===== src/rtl/iter_ctrl_pkg.sv =====
// Shared types and constants for the iterative-multiplier sequencer.
// The counter that produces counter_is_done lives beside iter_ctrl at unit level.
package iter_ctrl_pkg;

    // Width of the shared iteration counter and the count at which it flags done.
    localparam int unsigned CNT_W   = 3;
    localparam int unsigned ITER_TC = 5;

    typedef enum logic [2:0] {
        IDLE   = 3'd0,
        LOAD   = 3'd1,
        INIT   = 3'd2,
        SETTLE = 3'd3,
        CHECK  = 3'd4,
        ADD    = 3'd5,
        SHIFT  = 3'd6,
        DONE   = 3'd7
    } state_e;

endpackage


===== src/rtl/iter_ctrl.sv =====
// Sequencer for the shift/add multiplier: load, clear, then ITER_TC add/shift
// iterations gated by the external counter's terminal-count flag.
module iter_ctrl
    import iter_ctrl_pkg::*;
#(
    parameter bit SKIP_ZERO_ADD = 1'b1
) (
    input  logic clk,
    input  logic rst,
    input  logic start,
    input  logic abort,
    input  logic ack,
    input  logic q0,
    input  logic counter_is_done,
    output logic ready,
    output logic busy,
    output logic ld_a,
    output logic ld_b,
    output logic InitZcnt,
    output logic cnt,
    output logic init_acc,
    output logic add_en,
    output logic shift,
    output logic done
);

    state_e state_q, state_d;

    // NOTE: state holds only through non-blocking assignments so every reader sees the pre-edge value.
    always_ff @(posedge clk or posedge rst) begin
        if (rst) begin
            state_q <= IDLE;
        end else begin
            state_q <= state_d;
        end
    end

    always_comb begin
        // NOTE: every output and state_d gets a default before the case, so no path infers a latch.
        state_d  = state_q;
        ready    = 1'b0;
        ld_a     = 1'b0;
        ld_b     = 1'b0;
        InitZcnt = 1'b0;
        cnt      = 1'b0;
        init_acc = 1'b0;
        add_en   = 1'b0;
        shift    = 1'b0;
        done     = 1'b0;

        case (state_q)
            IDLE: begin
                ready = 1'b1;
                if (start) state_d = LOAD;
            end
            LOAD: begin
                ld_a    = 1'b1;
                ld_b    = 1'b1;
                state_d = INIT;
            end
            INIT: begin
                InitZcnt = 1'b1;
                init_acc = 1'b1;
                state_d  = SETTLE;
            end
            // One idle cycle so the registered terminal-count flag catches up with the count.
            SETTLE: state_d = CHECK;
            CHECK: begin
                if (counter_is_done)             state_d = DONE;
                else if (!SKIP_ZERO_ADD || q0)   state_d = ADD;
                else                             state_d = SHIFT;
            end
            ADD: begin
                // q0 comes from the multiplier register and cannot change while in ADD.
                add_en  = SKIP_ZERO_ADD ? 1'b1 : q0;
                state_d = SHIFT;
            end
            SHIFT: begin
                shift   = 1'b1;
                cnt     = 1'b1;
                state_d = SETTLE;
            end
            DONE: begin
                done = 1'b1;
                if (ack) state_d = IDLE;
            end
            default: state_d = IDLE;
        endcase

        if (abort) state_d = IDLE;
    end

    assign busy = (state_q != IDLE) && (state_q != DONE);

endmodule


===== config.mk =====
export PLATFORM = sky130hd
export DESIGN_NAME = iter_ctrl
export DESIGN_NICKNAME = d
export VERILOG_FILES = /design/src/rtl/iter_ctrl_pkg.sv /design/src/rtl/iter_ctrl.sv
export SDC_FILE = /design/constraint.sdc
export NUM_CORES = 1
export LEC_CHECK = 0
export CORE_AREA = 2 2 39 41
export CTS_BUF_LIST = sky130_fd_sc_hd__clkbuf_4 sky130_fd_sc_hd__clkbuf_8 sky130_fd_sc_hd__clkbuf_16
export CTS_CLUSTER_SIZE = 20
export DETAILED_ROUTE_END_ITERATION = 6
export DIE_AREA = 0 0 41 43
export GPL_ROUTABILITY_DRIVEN = 0
export PLACE_DENSITY = 0.6
export SKIP_CTS_REPAIR_TIMING = 1
export SYNTH_ARGS = -nofsm -noshare
export SYNTH_HDL_FRONTEND = slang
export SYNTH_SLANG_ARGS = --single-unit

===== constraint.sdc =====
create_clock -name clk -period 1.6 [get_ports clk]
set_input_delay 0.32 -clock clk [delete_from_list [all_inputs] [get_ports clk]]
set_output_delay 0.32 -clock clk [all_outputs]
set_load 0.005 [all_outputs]

==> results of run 1 <==
## per-stage QoR
step | util | instances | power (mW)
5_1_grt | 0.396 | 73 | 0.921
2_1_floorplan | - | 33 | 0.381
6_report | 0.396 | 73 | 0.851
3_3_place_gp | 0.308 | 63 | 0.587
3_5_place_dp | 0.308 | 63 | 0.590
4_1_cts | 0.330 | 67 | 0.753
## cell type report
type	instances	area, sq um	area share
clock buffer	4	30.0	0.0548
timing repair buffer	26	260	0.475
inverter	3	11.3	0.0205
sequential	3	78.8	0.144
tap	16	20.0	0.0365
multi-input combinational	21	148	0.269
## per-layer routing
metal / routed length, microns / track usage / share of wire / vias up
met3: 41 / 0.0366 / 0.048 / 4
met1: 288 / 0.109 / 0.34 / 144
li1: - / - / - / 153
met5: 0 / 0 / 0 / -
met2: 490 / 0.131 / 0.58 / 10
met4: 27 / 0.120 / 0.032 / 0
## report_power, final
part,internal [mW],switching [mW]
Clock,0.111,0.0467
Sequential,0.111,0.0411
Combinational,0.334,0.207
Total,0.557,0.295
## layout by cell type (no fill, tap or decap)
cell	Yosys	final
dlymetal6s2s_1	0	10
clkbuf_4	0	4
a2111oi_2	1	1
a211oi_1	1	1
a21oi_1	1	1
nor2_1	5	4
clkdlybuf4s50_1	0	6
dfrtp_2	0	3
o21ai_0	1	1
and3_2	1	1
nor3_2	0	1
inv_1	3	3
buf_4	3	10
a31o_1	1	1
nor2_2	1	2
xnor2_1	1	1
nand2_1	3	3
and2_1	1	1
nor3b_2	0	2
a221o_1	1	1
## cell families (layout without fill, tap and decap cells)
group | Yosys count | in the layout | share of synthesized area
and+or+nand+nor | 14 | 14 | 0.269
AOI/OAI and AO/OA | 6 | 6 | 0.197
xor gates and xnor gates | 1 | 1 | 0.0337
DFF | 3 | 3 | 0.288
buffers and inverters | 9 | 33 | 0.212
## path summary, 6_finish.rpt
path / slack [ns] / cells after the start / endpoint
worst max-delay path: 0.06 / 4 / ld_b
worst min-delay path: 0.25 / 2 / state_q[2]$_DFFE_PP0P_
worst max register to register: 0.39 / 4 / state_q[0]$_DFFE_PP0P_
worst min register to register: 0.66 / 2 / state_q[2]$_DFFE_PP0P_
max in group asynchronous: 1.19 / 2 / state_q[0]$_DFFE_PP0P_
min in group clk: 0.66 / 2 / state_q[2]$_DFFE_PP0P_
==> flow_metrics.tcl, run 1 <==
set metrics [dict create \
    worstSetupEndpointType "primary output" \
    dr.first_iter.drc_count 0 \
    finalSetupViolCount 0 \
    syn_area_per_cell_sq_um 7.89 \
    yosys.area.top_type "dfrtp_1" \
    dieHeight_microns 43 \
    worstReg2RegStart "state_q[2]$_DFFE_PP0P_" \
    fin_nets 65 \
    worstPathCellList "buf_4, nor2_2, and2_1, dlymetal6s2s_1" \
    crit_arrival_ns 1.22 \
    ys_top_cells_by_count "nor2_1, buf_4, dfrtp_1, inv_1, nand2_1" \
    synth-async-reset-ratio 1.00 \
    fin_skew_ns 0.00703 \
    drive_gt1_frac 0.421 \
    drc_errors 0 \
    clock_latency_ns 0.24 \
    dpl_cell_area_sq_um 427 \
    design_area_sq_um 548 \
    syn_nets 40 \
    final.setup.tns_ns 0 \
    synth_ff_type "dfrtp_1" \
    n_antenna_cell 0 \
    clkSinkCount 3 \
    h-tree-depth 1 \
    ys_top_cells_by_area "dfrtp_1, buf_4, nor2_1" \
    wl_per_cell_microns 11.6 \
    path_class "reg -> out" \
    post-route-period-util 0.964 \
    cts_made_buffers 3 \
    cap_violations 0 \
    largest_register_ffs 3 \
    status "finished, final reports clean" \
    crit_family "flip-flops" \
    relSlewSlack 0.820 \
    rows 14 \
    clockBufferDepth 2 \
    netlist_area_sq_um 260 \
    largest_register "state_q" \
    post-route-min-period_ns 1.54 \
    syn_inst 33 \
    report.final.hold_viol_count 0 \
    vias 311 \
    clock.fmax_ghz 0.648 \
    synthMostInstantiatedCell "nor2_1" \
    worst_pin_slew_ns 0.269 \
    dp_slack_ns -0.0733 \
    cpMaxStageDelayCell "dfrtp_2" \
    slowest_delay_ns 0.42 \
    drtAntennaViolNets 0 \
    die_x_microns 41 \
    synth_edf_count 0 \
    initial_core_util 0.188 \
    clk_pin_slew_ns 0.04 \
    grt_usage 0.101 \
    ios 17 \
    top_regs "state_q (3)" \
    final.setup.worst_slack_ns 0.0578 \
    slew_violations 0 \
    yosysSeqAreaShare 0.288 \
    ys_ff_latch 3 \
    ys_types 19 \
    required_ns 1.28 \
    ir_drop_v 0.000600 \
    hold_class "in -> async" \
    power_density_nw_per_um2 1550 \
    yosysTopAreaCellShare 0.288 \
    cp-startpoint "state_q[2]$_DFFE_PP0P_" \
    core_area_sq_um 1380 \
    tritoncts "done" \
    grt_pass1_vias 265 \
    antenna_found_initial 0 \
    synth_warnings 0 \
    n_fill_cell 142 \
    numPortBuffers 16 \
    routed_via_density 4.26 \
    drtPass1Iterations 1 \
    dieArea_sq_um 1760 \
    area_growth_pct 111 \
    whs_ns 0.252 \
    path_buf_inv 2 \
    grt-ovfl-total 0 \
    leakage_nw 0.377 \
    start_kind "flop" \
    cp_max_fo 4 \
    grt_start_max_net_pins 8 \
    cts_root_buf "clkbuf_4" \
    grt_pass1_wl_microns 1090 \
    drt-total-wl_microns 848 \
]
(Power assumes the default switching activity.)
==> run 2: changes to the inputs <==
Settings changed: CTS_CLUSTER_DIAMETER set to 60.
==> results of run 2 <==
The final DEF is identical to that of run 1; final timing and power are the same.
